--- src/rtl/reg_scoreboard_pkg.sv ---
// Shared sizing and types for the decode-stage register scoreboard.
// Counter width must hold MAX_INFLIGHT, so 2**CW-1 >= MAX_INFLIGHT.
package reg_sched_pkg;
    localparam int N_REGS       = 8;
    localparam int AW           = 3;
    localparam int MAX_INFLIGHT = 3;
    localparam int CW           = 2;
    localparam int SCW          = 16;

    typedef logic [CW-1:0]  cnt_t;
    typedef logic [AW-1:0]  reg_addr_t;
    typedef logic [SCW-1:0] stall_cnt_t;

    localparam cnt_t CNT_FULL = cnt_t'(MAX_INFLIGHT);
endpackage

--- src/rtl/reg_scoreboard_if.sv ---
// Decode/writeback bundle between decode control and the scoreboard.
// Decode holds the issue fields stable while stall is high.
interface reg_sched_if;
    import reg_sched_pkg::*;

    logic              flush;
    logic              issue_valid;
    logic              src1_en;
    reg_addr_t         src1_addr;
    logic              src2_en;
    reg_addr_t         src2_addr;
    logic              dst_en;
    reg_addr_t         dst_addr;
    logic              wb_en;
    reg_addr_t         wb_addr;
    logic              stall;
    logic [N_REGS-1:0] busy;
    stall_cnt_t        stall_cnt;
    logic              underflow_err;

    modport master (
        output flush, issue_valid, src1_en, src1_addr, src2_en, src2_addr,
               dst_en, dst_addr, wb_en, wb_addr,
        input  stall, busy, stall_cnt, underflow_err
    );

    modport slave (
        input  flush, issue_valid, src1_en, src1_addr, src2_en, src2_addr,
               dst_en, dst_addr, wb_en, wb_addr,
        output stall, busy, stall_cnt, underflow_err
    );
endinterface

--- src/rtl/reg_scoreboard_counter.sv ---
// In-flight write counter for one register; updates one cycle after inc/dec/clr.
// underflow_o pulses combinationally when a lone retire finds the count at zero.
module sb_counter
    import reg_sched_pkg::*;
(
    input  logic clk,
    input  logic rst,
    input  logic clr_i,
    input  logic inc_i,
    input  logic dec_i,
    output cnt_t cnt_o,
    output logic underflow_o
);
    cnt_t cnt_q, cnt_d;

    always_comb begin
        cnt_d       = cnt_q;
        underflow_o = 1'b0;
        if (clr_i) begin
            cnt_d = '0;
        end else if (inc_i && !dec_i) begin
            cnt_d = cnt_q + cnt_t'(1);
        end else if (dec_i && !inc_i) begin
            // A retire with nothing outstanding is held at zero and reported.
            if (cnt_q != '0) cnt_d = cnt_q - cnt_t'(1);
            else             underflow_o = 1'b1;
        end
    end

    always_ff @(posedge clk or negedge rst) begin
        if (!rst) cnt_q <= '0;
        else      cnt_q <= cnt_d;
    end

    assign cnt_o = cnt_q;
endmodule

--- src/rtl/reg_scoreboard.sv ---
// Register scoreboard: combinational stall (0 cycles), counts/busy one cycle after edge.
// Stall holds decode; nothing is recorded for a stalled or flushed cycle.
module reg_scoreboard
    import reg_sched_pkg::*;
(
    input  logic    clk,
    input  logic    rst,
    reg_sched_if.slave bus
);
    cnt_t              cnt [N_REGS];
    logic [N_REGS-1:0] inc, wb_hit, uf_pulse, eff_busy, full_blk;
    logic              stall, acc;
    stall_cnt_t        stall_cnt_q, stall_cnt_d;
    logic              uf_q, uf_d;

    // A final same-cycle writeback frees the register: RF writes on rise, reads on fall.
    always_comb begin
        for (int i = 0; i < N_REGS; i++) begin
            eff_busy[i] = (cnt[i] != '0) && !(wb_hit[i] && cnt[i] == cnt_t'(1));
            full_blk[i] = (cnt[i] == CNT_FULL) && !wb_hit[i];
        end
    end

    assign stall = bus.issue_valid && !bus.flush &&
                   ((bus.src1_en && eff_busy[bus.src1_addr]) ||
                    (bus.src2_en && eff_busy[bus.src2_addr]) ||
                    (bus.dst_en  && full_blk[bus.dst_addr]));

    assign acc = bus.issue_valid && !stall && !bus.flush && bus.dst_en;

    for (genvar g = 0; g < N_REGS; g++) begin : g_reg
        assign wb_hit[g] = bus.wb_en && (bus.wb_addr == reg_addr_t'(g));
        assign inc[g]    = acc && (bus.dst_addr == reg_addr_t'(g));

        sb_counter u_cnt (
            .clk         (clk),
            .rst         (rst),
            .clr_i       (bus.flush),
            .inc_i       (inc[g]),
            .dec_i       (wb_hit[g]),
            .cnt_o       (cnt[g]),
            .underflow_o (uf_pulse[g])
        );

        assign bus.busy[g] = (cnt[g] != '0);
    end

    always_comb begin
        stall_cnt_d = stall_cnt_q;
        if (stall && stall_cnt_q != '1) stall_cnt_d = stall_cnt_q + stall_cnt_t'(1);
        uf_d = uf_q | (|uf_pulse);
    end

    always_ff @(posedge clk or negedge rst) begin
        if (!rst) begin
            stall_cnt_q <= '0;
            uf_q        <= 1'b0;
        end else begin
            stall_cnt_q <= stall_cnt_d;
            uf_q        <= uf_d;
        end
    end

    assign bus.stall         = stall;
    assign bus.stall_cnt     = stall_cnt_q;
    assign bus.underflow_err = uf_q;
endmodule

--- src/flat_wrapper.sv ---
// flat-port wrapper written by rule: the top's interface ports become plain ports
module reg_scoreboard_flat import reg_sched_pkg::*;
  (clk, rst, bus_flush, bus_issue_valid, bus_src1_en, bus_src1_addr, bus_src2_en, bus_src2_addr, bus_dst_en, bus_dst_addr, bus_wb_en, bus_wb_addr, bus_stall, bus_busy, bus_stall_cnt, bus_underflow_err);
  reg_sched_if bus_i ();
  input  logic clk;
  input  logic rst;
  input wire logic [$bits(bus_i.flush)-1:0] bus_flush;
  input wire logic [$bits(bus_i.issue_valid)-1:0] bus_issue_valid;
  input wire logic [$bits(bus_i.src1_en)-1:0] bus_src1_en;
  input wire logic [$bits(bus_i.src1_addr)-1:0] bus_src1_addr;
  input wire logic [$bits(bus_i.src2_en)-1:0] bus_src2_en;
  input wire logic [$bits(bus_i.src2_addr)-1:0] bus_src2_addr;
  input wire logic [$bits(bus_i.dst_en)-1:0] bus_dst_en;
  input wire logic [$bits(bus_i.dst_addr)-1:0] bus_dst_addr;
  input wire logic [$bits(bus_i.wb_en)-1:0] bus_wb_en;
  input wire logic [$bits(bus_i.wb_addr)-1:0] bus_wb_addr;
  output wire logic [$bits(bus_i.stall)-1:0] bus_stall;
  output wire logic [$bits(bus_i.busy)-1:0] bus_busy;
  output wire logic [$bits(bus_i.stall_cnt)-1:0] bus_stall_cnt;
  output wire logic [$bits(bus_i.underflow_err)-1:0] bus_underflow_err;
  assign bus_i.flush = bus_flush;
  assign bus_i.issue_valid = bus_issue_valid;
  assign bus_i.src1_en = bus_src1_en;
  assign bus_i.src1_addr = bus_src1_addr;
  assign bus_i.src2_en = bus_src2_en;
  assign bus_i.src2_addr = bus_src2_addr;
  assign bus_i.dst_en = bus_dst_en;
  assign bus_i.dst_addr = bus_dst_addr;
  assign bus_i.wb_en = bus_wb_en;
  assign bus_i.wb_addr = bus_wb_addr;
  assign bus_stall = bus_i.stall;
  assign bus_busy = bus_i.busy;
  assign bus_stall_cnt = bus_i.stall_cnt;
  assign bus_underflow_err = bus_i.underflow_err;
  reg_scoreboard u_core (.clk(clk), .rst(rst), .bus(bus_i));
endmodule
--- config.mk ---
export PLATFORM = sky130hd
export DESIGN_NAME = reg_scoreboard_flat
export DESIGN_NICKNAME = d
export VERILOG_FILES = /design/src/rtl/reg_scoreboard_pkg.sv /design/src/rtl/reg_scoreboard_if.sv /design/src/rtl/reg_scoreboard_counter.sv /design/src/rtl/reg_scoreboard.sv /design/src/flat_wrapper.sv
export SDC_FILE = /design/constraint.sdc
export NUM_CORES = 1
export LEC_CHECK = 0
export ABC_AREA = 1
export ABC_CLOCK_PERIOD_IN_PS = 2300
export CAP_MARGIN = 20
export CORE_ASPECT_RATIO = 0.8
export CORE_UTILIZATION = 42
export CTS_BUF_LIST = sky130_fd_sc_hd__clkbuf_2 sky130_fd_sc_hd__clkbuf_4 sky130_fd_sc_hd__clkbuf_8
export CTS_CLUSTER_DIAMETER = 80
export DETAILED_ROUTE_END_ITERATION = 7
export PLACE_DENSITY_LB_ADDON = 0.15
export SKIP_CTS_REPAIR_TIMING = 1
export SYNTH_ARGS = -nofsm -noshare
export SYNTH_HDL_FRONTEND = slang
export SYNTH_SLANG_ARGS = --single-unit
--- constraint.sdc ---
create_clock -name clk -period 2.3 [get_ports clk]
set_input_delay 0.46 -clock clk [delete_from_list [all_inputs] [get_ports clk]]
set_output_delay 0.46 -clock clk [all_outputs]
set_load 0.01 [all_outputs]
## Word-level counts from Yosys, hierarchy flattened

Index checks and enable logic that the tools add are counted.

| cells by class | value |
|---|---|
| bitwise logic cells | 1 |
| add/subtract/negate cells | 17 |
| magnitude comparators | 3 |
| mux-type cells | 70 |
| equality and inequality tests | 31 |
| reduce and logical (&&, ||, !) cells | 128 |

Operators with widths:

| kind | count |
|---|---|
| $logic_and A1 B1 Y1 | 65 |
| $mux W2 | 32 |
| $reduce_bool A3 Y1 | 16 |
| $mux W1 | 35 |
| $logic_not A1 Y1 | 26 |
| $eq A3 B3 Y1 const B | 8 |
| $add A16 B1 Y16 const B | 1 |
| $add A2 B1 Y2 const B | 8 |
| $eq A2 B1 Y1 const B | 8 |
| $eq A2 B2 Y1 const B | 8 |
| $ne A16 B16 Y1 const B | 1 |
| $reduce_and A2 Y1 | 8 |
| $reduce_bool A2 Y1 | 8 |
| $sub A2 B1 Y2 const B | 8 |
| $eq A3 B2 Y1 const B | 4 |
| $lt A3 B4 Y1 const B | 3 |
| $bmux W1 S3 | 3 |
| $reduce_or A8 Y1 | 1 |
| $eq A3 B1 Y1 const B | 2 |
| $logic_not A3 Y1 | 2 |
| $logic_or A1 B1 Y1 | 2 |
| $or A1 B1 Y1 | 1 |

| storage, ports and cells | value |
|---|---|
| register bits after elaboration | 33 |
| output and inout port bits | 26 |
| logic and storage cells | 260 |
| input bits | 20 |

## Depth between registers and ports, before layout

| depth | value |
|---|---|
| depth after elaboration | 23 |
| gate-level depth with buffers | 18 |
| mapped depth without buffers | 18 |

## Modules after synthesis

Synthesis repeated with hierarchy kept, for this count alone.

| second synthesis, totals | value |
|---|---|
| cell total of the unflattened synthesis | 485 |
| area, all modules | 2919.0 µm² |

By module, submodules not included:

| module | sequential area each (µm²) | area each (µm²) | times used | cells each |
|---|---|---|---|---|
| reg_scoreboard | 425.4 | 1657.8 | 1 | 269 |
| sb_counter | 50.0 | 157.7 | 8 | 27 |

## Worst setup path before layout

Ideal clock, no wire load.

| timing path | value |
|---|---|
| kind | register to register |
| start point | register u_core.g_reg[4].u_cnt.cnt_q[0] |
| end point | register u_core.stall_cnt_q[14] (netlist: u_core.bus.stall_cnt[14]) |
| data arrival time | 1.910 ns |
| required time | 2.178 ns |
| stages on the path, launching flop included | 17 |
| buffers on the path | 0 |
| setup slack | 0.268 ns |
| setup time | 0.122 ns |
| clock period less this slack | 2.032 ns |
| cells stage by stage | dfrtp_1 -> inv_1 -> ha_1 -> inv_1 -> nand3_1 -> nand3_1 -> nand2_1 -> nand2_1 -> nand3_1 -> nand3_2 -> nand2_1 -> inv_2 -> nand2_4 -> nor2_1 -> nand2_1 -> nor3_1 -> nor2_1 |

| between the ends | value |
|---|---|
| elaborated cells on any way between the ends | 20 |
| those cells by class | eq/ne: 2; mux: 6; reduce/logical: 12 |

RTL lines:

| item | RTL line | RTL |
|---|---|---|
| start, declared | reg_scoreboard_counter.sv:14 | `cnt_t cnt_q, cnt_d;` |
| start signal, assigned | reg_scoreboard_counter.sv:32 | `else cnt_q <= cnt_d;` |
| $reduce_bool A2 Y1 (*) | - |  |
| named net bus_busy[4] | flat_wrapper.sv:18 | `output wire logic [$bits(bus_i.busy)-1:0] bus_busy;` |
| $logic_and A1 B1 Y1 (*) | reg_scoreboard.sv:19 | `eff_busy[i] = (cnt[i] != '0) && !(wb_hit[i] && cnt[i] == cnt_t'(1));` |
| $bmux W1 S3 (on tied branches) | reg_scoreboard.sv:25, reg_scoreboard.sv:26 |  |
| $mux W1 (on tied branches) | reg_scoreboard.sv:25, reg_scoreboard.sv:26 |  |
| $logic_and A1 B1 Y1 (on tied branches) | reg_scoreboard.sv:25, reg_scoreboard.sv:26 |  |
| $logic_or A1 B1 Y1 (*) | reg_scoreboard.sv:25 | `((bus.src1_en && eff_busy[bus.src1_addr]) \|\|` |
| $logic_or A1 B1 Y1 (*) | reg_scoreboard.sv:26 | `(bus.src2_en && eff_busy[bus.src2_addr]) \|\|` |
| $logic_and A1 B1 Y1 (*) | reg_scoreboard.sv:24 | `assign stall = bus.issue_valid && !bus.flush &&` |
| named net bus_stall | flat_wrapper.sv:17 | `output wire logic [$bits(bus_i.stall)-1:0] bus_stall;` |
| $logic_and A1 B1 Y1 (*) | reg_scoreboard.sv:50 | `if (stall && stall_cnt_q != '1) stall_cnt_d = stall_cnt_q + stall_cnt_t'(1);` |
| end signal, assigned | reg_scoreboard.sv:59 | `stall_cnt_q <= stall_cnt_d;` |
| end, declared | reg_scoreboard.sv:13 | `stall_cnt_t stall_cnt_q, stall_cnt_d;` |

The timed path passes the listed nets; every way through them passes the cells marked *. The select of a mux whose other input is x is not followed.
A chain may end at the register's enable or synchronous reset.

## Final worst setup path

| timing path | value |
|---|---|
| start point | register u_core.g_reg[2].u_cnt.cnt_q[0] |
| end point | output bus_stall |

| between the ends | value |
|---|---|
| cells in the longest elaborated chain, start to end | 10 |
| elaborated cells on any way between the ends | 19 |
| those cells by class | eq/ne: 2; mux: 6; reduce/logical: 11 |

RTL lines:

| item | RTL line |
|---|---|
| start, declared | reg_scoreboard_counter.sv:14 |
| start signal, assigned | reg_scoreboard_counter.sv:32 |
| $eq A2 B1 Y1 | reg_scoreboard.sv:19 |
| $logic_and A1 B1 Y1 | reg_scoreboard.sv:19 |
| $logic_not A1 Y1 | reg_scoreboard.sv:19 |
| $logic_and A1 B1 Y1 | reg_scoreboard.sv:19 |
| $bmux W1 S3 (on tied branches) | reg_scoreboard.sv:25, reg_scoreboard.sv:26 |
| $mux W1 (on tied branches) | reg_scoreboard.sv:25, reg_scoreboard.sv:26 |
| $logic_and A1 B1 Y1 (on tied branches) | reg_scoreboard.sv:25, reg_scoreboard.sv:26 |
| $logic_or A1 B1 Y1 | reg_scoreboard.sv:25 |
| $logic_or A1 B1 Y1 (*) | reg_scoreboard.sv:26 |
| $logic_and A1 B1 Y1 (*) | reg_scoreboard.sv:24 |
| end, declared | flat_wrapper.sv:17 |

Every way passes the cells marked *; elsewhere a longest branch is shown, timed or not. The select of a mux whose other input is x is not followed.

==> impl_metrics.env <==
export IMPL_status="completed"
export IMPL_arrival_ns=1.79
export IMPL_holdPathStages=2
export IMPL_syn_inst=415
export IMPL_vias=2988
export IMPL_ys_seq_area_share_pct=29.89
export IMPL_synth_xor_area_share_pct=3.804
export IMPL_dp_hpwl_um=6192
export IMPL_grt_pass1_wl_um=12060
export IMPL_fin_area_mm2=0.004161
export IMPL_gp_congestion=0.9166
export IMPL_rr_startpoint="u_core.g_reg[2].u_cnt.cnt_o[0]"
export IMPL_cp_required_ns=1.84
export IMPL_critPathMaxStageDelay_ns=0.41
export IMPL_syn_area_per_cell_um2=6.657
export IMPL_critPathLaunchType="register"
export IMPL_synth_area_mm2=0.002763
export IMPL_start_util_pct=43.33
export IMPL_timing_rr_end="u_core.g_reg[7].u_cnt.cnt_o[0]"
export IMPL_clockBufferDepth=2
export IMPL_slew_headroom_pct=68.25
export IMPL_cts_htree_levels=2
export IMPL_power_density_mw_per_mm2=511.8
export IMPL_synth_simple_area_share_pct=40.17
export IMPL_critPathSlowestCell="dfrtp_1"
export IMPL_die_x_um=92.68
export IMPL_cpMostUsedCell="nand3_2"
export IMPL_peakVddDrop_v=0.0002641
export IMPL_die_h_um=74.54
export IMPL_synth_top_family_by_area="simple AND/OR/NAND/NOR gates"
export IMPL_portBuffers=45
export IMPL_crit_type="register to output port"
export IMPL_worstHoldPathType="register to register"
export IMPL_grt_remaining_overflow=0
export IMPL_drive_gt1_share_pct=29.20
export IMPL_finalWirelength_um=8042
export IMPL_syn2layout_area_growth_pct=50.63
export IMPL_worst_r2r_path_depth=16
export IMPL_r2r_setup_slack_ns=0.19
export IMPL_ios=46
export IMPL_grt_max_degree=34
export IMPL_final_net_count=568
export IMPL_rows=26
export IMPL_grt_use_total_pct=22.94
export IMPL_max_freq_mhz=445.4
export IMPL_insertion_delay_ns=0.28
export IMPL_syn_nets=460
export IMPL_skew_ns=0.003957
export IMPL_path_max_fanout=3
export IMPL_viasPerCell=4.914
export IMPL_post_drt_wl_per_cell_um=13.23
export IMPL_rsz0062_at_grt="yes"
export IMPL_dp_cells=592
export IMPL_dieArea_mm2=0.006908
export IMPL_place_area_mm2=0.003697
export IMPL_yosys_area_share_adder_pct=11.32
export IMPL_drt_iter0_drc=230
export IMPL_core_area_mm2=0.006376
export IMPL_numCtsBuffers=5
export IMPL_fin_cells=608
export IMPL_clock_sinks=33
export IMPL_min_to="u_core.bus.underflow_err"
export IMPL_dr_pass1_iters=5
export IMPL_grt_pass1_vias=2454
export IMPL_finalHoldViolCount=0
export IMPL_muxShareOfSynthArea_pct=0
export IMPL_synth_warnings=0
export IMPL_ys_ff_latch=33
export IMPL_drtAntennaViolNets=0
export IMPL_finalCriticalPeriod_ns=2.245
export IMPL_diodes=0
export IMPL_worst_pin_slew_ns=0.4763
export IMPL_cts_tree="built"
export IMPL_p_leak_nw=2.079
export IMPL_drc=0
export IMPL_synth_compound_area_share_pct=3.351
export IMPL_finalCritPeriodShare_pct=97.61
export IMPL_path_cells="inv_1 > ha_2 > inv_2 > nand2_2 > nand2_1 > nand3_2 > nand3_2 > nand3_2 > nand3_4 > nand2_4 > inv_4 > buf_6"
export IMPL_antenna_found_initial=0
export IMPL_crit_path_end_kind="output port"
export IMPL_report_final_slew_viol_count=0
export IMPL_max_cap_violations=0
export IMPL_setup_viol=0
export IMPL_yosysUniqueCellTypes=24
export IMPL_clock_root_buffer="clkbuf_8"
export IMPL_hold_start="u_core.bus.underflow_err"
export IMPL_cts_clk_slew_worst_paths_ns=0.07
kinds of logic (layout without fill, tap and decap cells):
logic type / after synthesis / after routing
xor gates and xnor gates: 12 / 12
buffers and inverters: 82 / 191
and+or+nand+nor: 246 / 246
AOI/OAI and AO/OA: 17 / 17
adders and majority gates: 25 / 25
DFF: 33 / 33
registers in the layout, summed over array words and instances, names as in the netlist:
| register | count |
|---|---|
| u_core.bus.stall_cnt | 16 |
| u_core.g.u_cnt.cnt_o | 16 |
| u_core.bus.underflow_err | 1 |
worst max-delay path: cells and delay by family, from the launching register on:
family	cells	cell delay (ns)
adders and majority gates	1	0.20
buffers and inverters	4	0.30
DFF	1	0.41
and+or+nand+nor	7	0.57
how the worst max path moves through the flow:
stage / startpoint / to / slack, ns
2_1_floorplan: u_core.g_reg[4].u_cnt.cnt_o[0] / u_core.bus.stall_cnt[14] / 0.27
3_3_place_gp: bus_wb_addr[1] / bus_stall / -0.76
3_5_place_dp: bus_wb_addr[0] / bus_stall / -0.75
4_1_cts: bus_wb_addr[0] / bus_stall / -0.77
5_1_grt: u_core.g_reg[7].u_cnt.cnt_o[0] / bus_stall / -0.05
6_report: u_core.g_reg[2].u_cnt.cnt_o[0] / bus_stall / 0.05
stage by stage:
stage	setup WS (ns)	utilization, %	TNS, ns	hold slack [ns]	total power, mW
2_1_floorplan	0.2680	-	0	0.1644	1.047
3_3_place_gp	-0.7577	57.99	-13.27	0.4718	1.420
3_5_place_dp	-0.7490	57.99	-13.37	0.4785	1.427
4_1_cts	-0.7711	59.87	-4.171	0.4981	2.031
5_1_grt	-0.05349	65.27	-0.05349	0.5309	2.267
6_report	0.05492	65.27	0	0.4883	2.130
synthesized netlist by cell type:
cell type   n  area (um2)
clkbuf_1    1       3.750
nor3_2      1       10.01
ha_1       25       312.8
nor2_1     46       172.7
nor4_1      2       12.51
nand4_1    20       125.1
nand2_4     1       11.26
buf_1       1       3.750
dfrtp_1    33       825.8
buf_6       1       11.26
inv_1      76       285.3
o21ai_0    13       65.06
nand2_1    93       349.1
o21ai_1     1       5.000
nor2_2      3       18.77
o211ai_1    3       22.52
xnor2_1     5       43.79
inv_2       2       7.510
buf_2       1       5.000
nand3_1    70       350.3
nand3b_1    2       15.01
xor2_1      7       61.31
nor3_1      7       35.03
nand3_2     1       10.01
report_power, final:
group	leakage [nW]	internal [mW]	switching, mW
Clock	0.0619	0.365	0.228
Combinational	1.61	0.410	0.393
Sequential	0.411	0.651	0.0820
routing by layer:
layer | track usage, % | part of all wire, % | vias up
met4 | 4.274 | 0.77 | 0
met5 | 0 | 0 | -
li1 | - | - | 1554
met1 | 35.73 | 52 | 1357
met3 | 3.374 | 4.4 | 6
met2 | 33.58 | 43 | 71
layout make-up:
type | instances | area, um2
clock buffer | 7 | 90.09
multi-input combinational | 300 | 1876
timing repair buffer | 105 | 934.6
sequential | 33 | 830.8
fill | 578 | 2215
tap | 84 | 105.1
clock inverter | 1 | 30.03
inverter | 78 | 295.3
layout by cell type, fill, tap and decap left out, types with 4 or more instances in the layout:
cell             netlist  final
ha_2                   0     10
nor2_2                 3      5
ha_4                   0      8
o21ai_0               13     11
dlymetal6s2s_1         0      6
clkdlybuf4s50_1        0     36
buf_6                  1      5
nand2_2                0     12
nor2_1                46     42
inv_2                  2     23
nand3_1               70     57
nor3_1                 7      7
inv_1                 76     54
xnor2_1                5      5
xor2_1                 7      7
buf_4                  0     55
clkbuf_8               0      6
ha_1                  25      7
dfrtp_2                0      4
nand3_2                1     13
dfrtp_1               33     29
nand2_1               93     80
nand4_1               20     20
No activity file was read; power rests on OpenSTA's default activity.
